File: src/rtl/fetch_pkg.sv
// Shared types and constants for the instruction fetch front-end.
// Fetch entries pair an instruction word with the address it was fetched from.
package fetch_pkg;

  localparam int XLEN        = 32;
  localparam int INSTR_BYTES = 4;

  localparam logic [XLEN-1:0] DEFAULT_RESET_PC = 32'h0000_0000;
  localparam logic [XLEN-1:0] ALIGN_MASK       = 32'hFFFF_FFFC;

  typedef struct packed {
    logic [XLEN-1:0] pc;
    logic [XLEN-1:0] instr;
  } fetch_entry_t;

  function automatic logic [XLEN-1:0] word_align(input logic [XLEN-1:0] addr);
    return addr & ALIGN_MASK;
  endfunction

endpackage

File: src/rtl/fetch_checker.sv
// Protocol and occupancy properties for the fetch front-end.
// Bound to internal signals of instr_fetch_unit; has no functional outputs.
module fetch_checker (
  input logic        clk,
  input logic        resetn,
  input logic        imem_req,
  input logic        imem_gnt,
  input logic [31:0] imem_addr,
  input logic        imem_rvalid,
  input logic        redirect_valid,
  input logic        out_cnt_zero,
  input logic        fifo_full,
  input logic        fifo_push,
  input logic        fifo_pop
);

  a_no_overflow: assert property (@(posedge clk) disable iff (!resetn)
    (fifo_push && fifo_full) |-> fifo_pop)
    else $error("fetch_checker: push into full buffer without pop");

  a_rvalid_credit: assert property (@(posedge clk) disable iff (!resetn)
    imem_rvalid |-> !out_cnt_zero)
    else $error("fetch_checker: response with nothing outstanding");

  // An ungranted request may only be withdrawn by a redirect
  a_req_hold: assert property (@(posedge clk) disable iff (!resetn)
    (imem_req && !imem_gnt) |=> (redirect_valid || (imem_req && (imem_addr == $past(imem_addr)))))
    else $error("fetch_checker: request dropped or changed before grant");

endmodule

File: src/rtl/fetch_fifo.sv
// Small synchronous FIFO of fetch entries with registered head outputs.
// Flush has priority over push and pop; storage contents are kept across a flush.
module fetch_fifo
  import fetch_pkg::*;
#(
  parameter  int DEPTH = 2,
  localparam int PTR_W = $clog2(DEPTH),
  localparam int CNT_W = $clog2(DEPTH + 1)
) (
  input  logic             clk,
  input  logic             resetn,
  input  logic             push,
  input  logic             pop,
  input  logic             flush,
  input  fetch_entry_t     wr_entry,
  output fetch_entry_t     rd_entry,
  output logic [CNT_W-1:0] count,
  output logic             full,
  output logic             empty
);

  localparam logic [CNT_W-1:0] DEPTH_CNT = CNT_W'(DEPTH);

  fetch_entry_t     mem_q [DEPTH];
  fetch_entry_t     mem_d [DEPTH];
  logic [PTR_W-1:0] wr_ptr_q, wr_ptr_d;
  logic [PTR_W-1:0] rd_ptr_q, rd_ptr_d;
  logic [CNT_W-1:0] count_q, count_d;
  logic             do_push;
  logic             do_pop;

  // Pointer, occupancy and storage next-state
  always_comb begin
    mem_d    = mem_q;
    wr_ptr_d = wr_ptr_q;
    rd_ptr_d = rd_ptr_q;
    count_d  = count_q;
    do_pop   = pop && (count_q != {CNT_W{1'b0}});
    do_push  = push && ((count_q != DEPTH_CNT) || do_pop);
    if (flush) begin
      wr_ptr_d = {PTR_W{1'b0}};
      rd_ptr_d = {PTR_W{1'b0}};
      count_d  = {CNT_W{1'b0}};
    end else begin
      if (do_push) begin
        mem_d[wr_ptr_q] = wr_entry;
        wr_ptr_d        = wr_ptr_q + PTR_W'(1);
      end else begin
        wr_ptr_d = wr_ptr_q;
      end
      if (do_pop) begin
        rd_ptr_d = rd_ptr_q + PTR_W'(1);
      end else begin
        rd_ptr_d = rd_ptr_q;
      end
      count_d = count_q + CNT_W'(do_push) - CNT_W'(do_pop);
    end
  end

  always_ff @(posedge clk) begin
    if (!resetn) begin
      mem_q    <= '{default: '0};
      wr_ptr_q <= {PTR_W{1'b0}};
      rd_ptr_q <= {PTR_W{1'b0}};
      count_q  <= {CNT_W{1'b0}};
    end else begin
      mem_q    <= mem_d;
      wr_ptr_q <= wr_ptr_d;
      rd_ptr_q <= rd_ptr_d;
      count_q  <= count_d;
    end
  end

  assign rd_entry = mem_q[rd_ptr_q];
  assign count    = count_q;
  assign full     = (count_q == DEPTH_CNT);
  assign empty    = (count_q == {CNT_W{1'b0}});

endmodule

File: src/rtl/instr_fetch_unit.sv
// Fetch front-end: owns the PC, issues credit-limited word requests, discards
// responses that were in flight at a redirect, and buffers instructions for decode.
module instr_fetch_unit
  import fetch_pkg::*;
#(
  parameter logic [31:0] RESET_PC   = DEFAULT_RESET_PC,
  parameter int          FIFO_DEPTH = 2
) (
  input  logic        clk,
  input  logic        resetn,
  output logic        imem_req,
  output logic [31:0] imem_addr,
  input  logic        imem_gnt,
  input  logic        imem_rvalid,
  input  logic [31:0] imem_rdata,
  input  logic        redirect_valid,
  input  logic [31:0] redirect_pc,
  output logic        instr_valid,
  input  logic        instr_ready,
  output logic [31:0] instr_data,
  output logic [31:0] instr_pc
);

  localparam int               CNT_W     = $clog2(FIFO_DEPTH + 1);
  localparam int               SUM_W     = CNT_W + 1;
  localparam logic [SUM_W-1:0] DEPTH_SUM = SUM_W'(FIFO_DEPTH);
  localparam logic [31:0]      PC_STEP   = 32'(INSTR_BYTES);

  logic             active_q, active_d;
  logic [31:0]      fetch_pc_q, fetch_pc_d;
  logic [31:0]      resp_pc_q, resp_pc_d;
  logic [CNT_W-1:0] out_cnt_q, out_cnt_d;
  logic [CNT_W-1:0] drop_cnt_q, drop_cnt_d;

  logic [CNT_W-1:0] fifo_count;
  logic             fifo_full;
  logic             fifo_empty;
  fetch_entry_t     push_entry;
  fetch_entry_t     head_entry;
  logic [SUM_W-1:0] credit_used;
  logic             pop;
  logic             grant;
  logic             resp_ok;
  logic             resp_keep;
  logic             push;

  // Credits cover both in-flight and buffered fetches, so the buffer can never overflow
  always_comb begin
    pop         = !fifo_empty && instr_ready;
    credit_used = {1'b0, out_cnt_q} + {1'b0, fifo_count} - {{CNT_W{1'b0}}, pop};
    imem_req    = active_q && !redirect_valid && (credit_used < DEPTH_SUM);
    grant       = imem_req && imem_gnt;
    resp_ok     = imem_rvalid && (out_cnt_q != {CNT_W{1'b0}});
    resp_keep   = resp_ok && (drop_cnt_q == {CNT_W{1'b0}});
    push        = resp_keep && !redirect_valid;
    push_entry  = '{pc: resp_pc_q, instr: imem_rdata};
  end

  always_comb begin
    active_d   = 1'b1;
    fetch_pc_d = fetch_pc_q;
    resp_pc_d  = resp_pc_q;
    drop_cnt_d = drop_cnt_q;
    out_cnt_d  = out_cnt_q + CNT_W'(grant) - CNT_W'(resp_ok);
    if (redirect_valid) begin
      // Everything still outstanding after this cycle belongs to the old path
      fetch_pc_d = word_align(redirect_pc);
      resp_pc_d  = word_align(redirect_pc);
      drop_cnt_d = out_cnt_d;
    end else begin
      if (grant) begin
        fetch_pc_d = fetch_pc_q + PC_STEP;
      end else begin
        fetch_pc_d = fetch_pc_q;
      end
      if (resp_ok && !resp_keep) begin
        drop_cnt_d = drop_cnt_q - CNT_W'(1);
      end else begin
        drop_cnt_d = drop_cnt_q;
      end
      if (resp_keep) begin
        resp_pc_d = resp_pc_q + PC_STEP;
      end else begin
        resp_pc_d = resp_pc_q;
      end
    end
  end

  always_ff @(posedge clk) begin
    if (!resetn) begin
      active_q   <= 1'b0;
      fetch_pc_q <= RESET_PC;
      resp_pc_q  <= RESET_PC;
      out_cnt_q  <= {CNT_W{1'b0}};
      drop_cnt_q <= {CNT_W{1'b0}};
    end else begin
      active_q   <= active_d;
      fetch_pc_q <= fetch_pc_d;
      resp_pc_q  <= resp_pc_d;
      out_cnt_q  <= out_cnt_d;
      drop_cnt_q <= drop_cnt_d;
    end
  end

  fetch_fifo #(
    .DEPTH (FIFO_DEPTH)
  ) u_fifo (
    .clk      (clk),
    .resetn   (resetn),
    .push     (push),
    .pop      (pop),
    .flush    (redirect_valid),
    .wr_entry (push_entry),
    .rd_entry (head_entry),
    .count    (fifo_count),
    .full     (fifo_full),
    .empty    (fifo_empty)
  );

  fetch_checker u_checker (
    .clk            (clk),
    .resetn         (resetn),
    .imem_req       (imem_req),
    .imem_gnt       (imem_gnt),
    .imem_addr      (imem_addr),
    .imem_rvalid    (imem_rvalid),
    .redirect_valid (redirect_valid),
    .out_cnt_zero   (out_cnt_q == {CNT_W{1'b0}}),
    .fifo_full      (fifo_full),
    .fifo_push      (push),
    .fifo_pop       (pop)
  );

  assign imem_addr   = fetch_pc_q;
  assign instr_valid = !fifo_empty;
  assign instr_data  = head_entry.instr;
  assign instr_pc    = head_entry.pc;

endmodule

File: config.mk
export PLATFORM = sky130hd
export DESIGN_NAME = instr_fetch_unit
export DESIGN_NICKNAME = d
export VERILOG_FILES = /design/src/rtl/fetch_pkg.sv /design/src/rtl/fetch_checker.sv /design/src/rtl/fetch_fifo.sv /design/src/rtl/instr_fetch_unit.sv
export SDC_FILE = /design/constraint.sdc
export NUM_CORES = 1
export LEC_CHECK = 0
export BUFFER_PORTS_ARGS = -buffer_cell sky130_fd_sc_hd__buf_2
export CAP_MARGIN = 10
export CORE_MARGIN = 4
export CORE_UTILIZATION = 47
export CTS_BUF_LIST = sky130_fd_sc_hd__clkbuf_4
export DETAILED_ROUTE_END_ITERATION = 6
export GPL_TIMING_DRIVEN = 0
export HOLD_SLACK_MARGIN = 0.03
export PLACE_DENSITY_LB_ADDON = 0.05
export SLEW_MARGIN = 20
export SYNTH_ARGS = -nofsm -noshare
export SYNTH_HDL_FRONTEND = slang
export SYNTH_HIERARCHICAL = 1
export SYNTH_SLANG_ARGS = --single-unit
File: constraint.sdc
create_clock -name clk -period 3.6 [get_ports clk]
set_input_delay 0.54 -clock clk [delete_from_list [all_inputs] [get_ports clk]]
set_output_delay 0.54 -clock clk [all_outputs]
set_load 0.01 [all_outputs]
### After elaboration in Yosys (flattened, before gate mapping)

Cells that the tools add are included.

* add/subtract/negate cells: 11
* magnitude comparators: 4
* eq/ne operators: 1
* mux-type cells: 13
* bitwise gates (word level): 4
* reductions and logical operators: 24

Operator list (count)
* $mux W64: 4
* $bwmux W128: 1
* $mux W32: 4
* $add A32 B3 Y32 const B: 2
* $demux W64 S1: 1
* $logic_and A1 B1 Y1: 11
* $reduce_bool A2 Y1: 5
* $add A2 B1 Y2: 2
* $ge A2 B2 Y1 const B: 2
* $logic_not A2 Y1: 2
* $mux W2: 2
* $not A1 Y2: 2
* $sub A2 B1 Y2: 2
* $add A2 B2 Y3: 1
* $logic_not A1 Y1: 3
* $lt A3 B2 Y1 const B: 1
* $sub A3 B1 Y3: 1
* $add A1 B1 Y1 const B: 2
* $lt A2 B1 Y1 const B: 1
* $ne A2 B2 Y1 const B: 1
* $not A1 Y1: 2
* $reduce_and A2 Y1: 1
* $reduce_or A2 Y1: 1
* $sub A2 B1 Y2 const B: 1
* 2 further kinds: 2

* register bits after elaboration: 201
* bits of input ports: 70
* logic and storage cells: 71

### Longest topological paths before layout

* depth after elaboration: 10
* mapped depth: 17

### Hierarchy

Netlist, hierarchy kept.

Modules (own cells, without submodules)
* fetch_fifo: times used 1, cells each 581, area an instance 5808.1 µm², seq. area each 2642.5 µm²
* instr_fetch_unit: times used 1, cells each 466, area an instance 3746.1 µm², seq. area each 1301.2 µm²

### Worst setup path before layout

Ideal clock, no wire load.

* path kind: input-to-reg
* from: input instr_ready
* to: register drop_cnt_q[1]
* setup time: 0.070 ns
* arrival: 3.256 ns
* slack: 0.274 ns
* cell stages on the path: 16
* cells stage by stage: nor2b_1 ha_1 nand2b_1 fa_1 and4b_1 and2_1 buf_4 inv_2 buf_2 ha_1 inv_1 ha_1 xnor2_1 xnor2_1 nand2_1 a21oi_1

* longest elaborated chain between the ends: 8

RTL lines
* start, declared: line instr_fetch_unit.sv:19 `input logic instr_ready,`
* $logic_and A1 B1 Y1: line instr_fetch_unit.sv:49 `pop = !fifo_empty && instr_ready;`
* $sub A3 B1 Y3: line instr_fetch_unit.sv:50 `credit_used = {1'b0, out_cnt_q} + {1'b0, fifo_count} - {{CNT_W{1'b0}}, pop};`
* $lt A3 B2 Y1: line instr_fetch_unit.sv:51 `imem_req = active_q && !redirect_valid && (credit_used < DEPTH_SUM);`
* $logic_and A1 B1 Y1: line instr_fetch_unit.sv:51
* $logic_and A1 B1 Y1: line instr_fetch_unit.sv:52 `grant = imem_req && imem_gnt;`
* $add A2 B1 Y2: line instr_fetch_unit.sv:64 `out_cnt_d = out_cnt_q + CNT_W'(grant) - CNT_W'(resp_ok);`
* $sub A2 B1 Y2: line instr_fetch_unit.sv:64
* $mux W2: line instr_fetch_unit.sv:65 `if (redirect_valid) begin`
* end signal, assigned: line instr_fetch_unit.sv:95 `drop_cnt_q <= {CNT_W{1'b0}};`
* end signal, assigned: line instr_fetch_unit.sv:101 `drop_cnt_q <= drop_cnt_d;`
* end, declared: line instr_fetch_unit.sv:33 `logic [CNT_W-1:0] drop_cnt_q, drop_cnt_d;`

Every way passes these cells.
A chain may end at the register's enable or synchronous reset.

### Worst setup path in the final report

* from: register u_fifo.count_q[0] (netlist: u_fifo/count[0])
* to: register drop_cnt_q[1]

* longest elaborated chain between the ends: 10
* elaborated cells between the ends (all ways): 11
* those cells by class: add/sub: 4; order compare: 1; mux: 1; reduce/logical: 5

RTL lines
* start, declared: line fetch_fifo.sv:28 `logic [CNT_W-1:0] count_q, count_d;`
* start signal, assigned: line fetch_fifo.sv:65 `count_q <= {CNT_W{1'b0}};`
* start signal, assigned: line fetch_fifo.sv:70 `count_q <= count_d;`
* $logic_not A2 Y1: line fetch_fifo.sv:77 `assign empty = (count_q == {CNT_W{1'b0}});`
* via fifo_empty: line instr_fetch_unit.sv:37 `logic fifo_empty;`
* $logic_not A1 Y1: line instr_fetch_unit.sv:49
* $logic_and A1 B1 Y1: line instr_fetch_unit.sv:49
* via pop: line instr_fetch_unit.sv:41 `logic pop;`
* $sub A3 B1 Y3: line instr_fetch_unit.sv:50
* $lt A3 B2 Y1: line instr_fetch_unit.sv:51
* $logic_and A1 B1 Y1: line instr_fetch_unit.sv:51
* $logic_and A1 B1 Y1: line instr_fetch_unit.sv:52
* $add A2 B1 Y2: line instr_fetch_unit.sv:64
* $sub A2 B1 Y2: line instr_fetch_unit.sv:64
* $mux W2: line instr_fetch_unit.sv:65

The timed path passes the listed nets, and every way through them passes these cells.

==> results.yml <==
global_route:
  grt_max_degree: 20
  grt_overflow: 0
  grt_pass1_wl_um: 42210
  grt_pass1_vias: 7970
  grt_use_total: 0.2350
  antenna_found_initial: 1
routing:
  viasPerCell: 5.321
  routedWlPerCell_um: 17.43
  num_vias: 8046
  drt_iter0_markers: 374
  ant_nets: 0
  drcViolationCount: 0
  drtPass1Iterations: 6
  wirelength_um: 26350
cells_and_area:
  final_core_util: 0.5623
  nets: 1313
  drive_above_1_share: 0.2472
  fillers: 1824
  syn_to_final_growth_pct: 16.13
clock_network:
  clock_sinks: 197
  cts.clk_slew.worst_paths_ns: 0.19
  cts_tree: "yes"
  clk_root_buffer_cell: "clkbuf_4"
  cts_made_buffers: 17
  postCtsHoldBufs: 0
  clk-insertion-delay-late_ns: 0.59
  htree_levels: 4
  clockBufferDepth: 2
worst_setup_path:
  reg2reg_from: "u_fifo/count[0]"
  cp-start-kind: "flip-flop"
  crit_slowest_cell: "fa_1"
  r2r_cells: 16
  path_common_cell: "ha_1"
  cp.required_ns: 4.13
  r2r_slack_ns: 0.29
  crit_type: "flip-flop to flip-flop"
  cpPeakStageDelay_ns: 0.50
  cp.arrival_ns: 3.85
  end_kind: "flip-flop"
  cp_max_fo: 18
  timing.rr.end: "drop_cnt_q[1]"
  cp_cell_sequence: "nor2_2, nor2b_2, ha_1, nand2b_1, fa_1, and4b_2, and2_1, buf_4, inv_4, ha_1, inv_1, ha_1, xnor2_2, xnor2_2, nand2_1, a21oi_2"
pwr:
  p_seq_frac: 0.536
  clkPwrFrac: 0.294
  powerDensity_nw_per_um2: 400.1
  ir_drop_mv: 0.2336
  combinationalPowerShare: 0.170
  p_sw_frac: 0.3135
  internal_power_uw: 3045
  p_leak_uw: 0.004923
  p_sw_uw: 1391
timing:
  setup_viol: 0
  fin_skew_ns: 0.02405
  slew_viol_final: 0
  fmax_mhz: 301.8
  fin_ws_ns: 0.2867
  rsz0062_at_grt: "false"
  hold_ws_ns: 0.1806
  fin_crit_ns: 3.313
  final_hold_viol_count: 0
  slew_headroom: 0.5000
  timing.final.crit_share: 0.9203
  worst_pin_slew_ns: 0.7500
placement:
  dp_hpwl_um: 19550
  io_buffers: 163
  routabilityCongestion: 0.9127
  place_ws_ns: -0.2777
logic_synthesis:
  synth_area_um2: 9548
  synth_area_per_cell_um2: 9.128
  synth_warnings: 6
  synth_cells: 1046
hold_path:
  min_to: "u_fifo/mem_q[91]"
  holdPathStages: 3
  hp-class: "input port to flip-flop"
  worstHoldStart: "imem_rdata[27]"
die:
  die_area_um2: 22660
  start_util: 0.4842
  placementRows: 51
  io_pins: 168
  core_um2: 19720
  die_h_um: 150.5
  die_w_um: 150.5
flow_run:
  maxCapViolations: 0
outcome:
  status: "completed"
## worst max-delay path by stage
stage | from | end | slack, ns | cells past startpoint
final | u_fifo/count[0] | drop_cnt_q[1] | 0.29 | 16
after global routing | u_fifo/count[0] | drop_cnt_q[1] | 0.06 | 16
after global placement | instr_ready | drop_cnt_q[1] | -0.23 | 17
after CTS | u_fifo/count[1] | drop_cnt_q[1] | 0.02 | 17
after floorplan | instr_ready | drop_cnt_q[1] | 0.27 | 16
after detailed placement | instr_ready | drop_cnt_q[1] | -0.28 | 17
## layer usage
metal	vias to the layer above	share of wire	global-route usage
li1	4017	-	-
met1	3738	0.46	0.3154
met2	263	0.47	0.3898
met3	28	0.059	0.04305
met4	0	0.016	0.06221
met5	-	0	0
## layout by cell type, fill, tap and decap left out, types with 3 or more instances in the layout
| cell type | n |
|---|---|
| clkbuf_4 | 17 |
| inv_6 | 3 |
| nor2_1 | 15 |
| nand3_1 | 31 |
| inv_1 | 12 |
| dfxtp_1 | 195 |
| mux2i_1 | 131 |
| nor3_1 | 7 |
| clkinv_1 | 3 |
| clkbuf_1 | 44 |
| ha_1 | 9 |
| buf_2 | 179 |
| and3_1 | 17 |
| nor4_1 | 8 |
| o21ai_0 | 38 |
| a22oi_1 | 8 |
| a21oi_1 | 51 |
| nand2_1 | 238 |
| mux2_2 | 66 |
| conb_1 | 4 |
| nand4_1 | 13 |
| o211ai_1 | 6 |
| o22ai_1 | 5 |
| inv_8 | 4 |
| and4_1 | 12 |
| buf_12 | 6 |
| xnor2_1 | 11 |
| a31oi_1 | 10 |
| and2_1 | 15 |
| xor2_1 | 29 |
| buf_4 | 6 |
## worst max-delay path: cells and delay by family, from the launching register on
family / cells / cell delay, ns
compound gates: 1 / 0.17
buf+inv: 3 / 0.31
flops: 1 / 0.40
fa+ha+maj: 4 / 1.24
xor+xnor: 2 / 0.34
simple gates: 6 / 0.80
## flip-flops by register name (all words and copies together) (netlist names)
name and count:
out_cnt_q 2, resp_pc_q 30, active_q 1, u_fifo/mem_q 128, u_fifo/wr_ptr_q 1, u_fifo/count 2, u_fifo/rd_ptr_q 1, imem_addr 30
drop_cnt_q 2
## power groups by stage
stage,combinational (uW),clock (uW),sequential [uW]
after global routing,833,1430,2390
after CTS,741,1330,2370
final,754,1310,2380
after detailed placement,727,0,2420
after floorplan,482,0,2400
after global placement,720,0,2420
## metrics by stage
| step | setup TNS, ns | cells | area (um2) | power [uW] |
|---|---|---|---|---|
| 5_1_grt | 0 | 1512 | 11090 | 4653 |
| 3_5_place_dp | -0.4870 | 1477 | 10710 | 3146 |
| 6_report | 0 | 1512 | 11090 | 4436 |
| 2_1_floorplan | 0 | 1049 | 9559 | 2886 |
| 3_3_place_gp | -0.3789 | 1477 | 10710 | 3138 |
| 4_1_cts | 0 | 1509 | 11040 | 4447 |
## area by class of cell
cell class                 count  area (um2)  share of cell area
sequential                   197        3951              0.3564
clock inverter                15       191.4             0.01726
tap                          265       331.6             0.02990
clock buffer                  17       127.6             0.01151
inverter                      15       58.81            0.005304
timing repair buffer         166       838.3             0.07560
buffer                        70       402.9             0.03633
multi-input combinational    766        5184              0.4675
antenna                        1       2.502           0.0002257
## what timing repair did
item | 4_1_cts | 5_1_grt
endpoints found under the setup margin | 2 | 2
gates resized for setup | 5 | 9
cloned | 0 | 0
buffers inserted | 0 | 3
pin swaps | 0 | 3
Note: power is estimated with default switching activity, not from simulation.
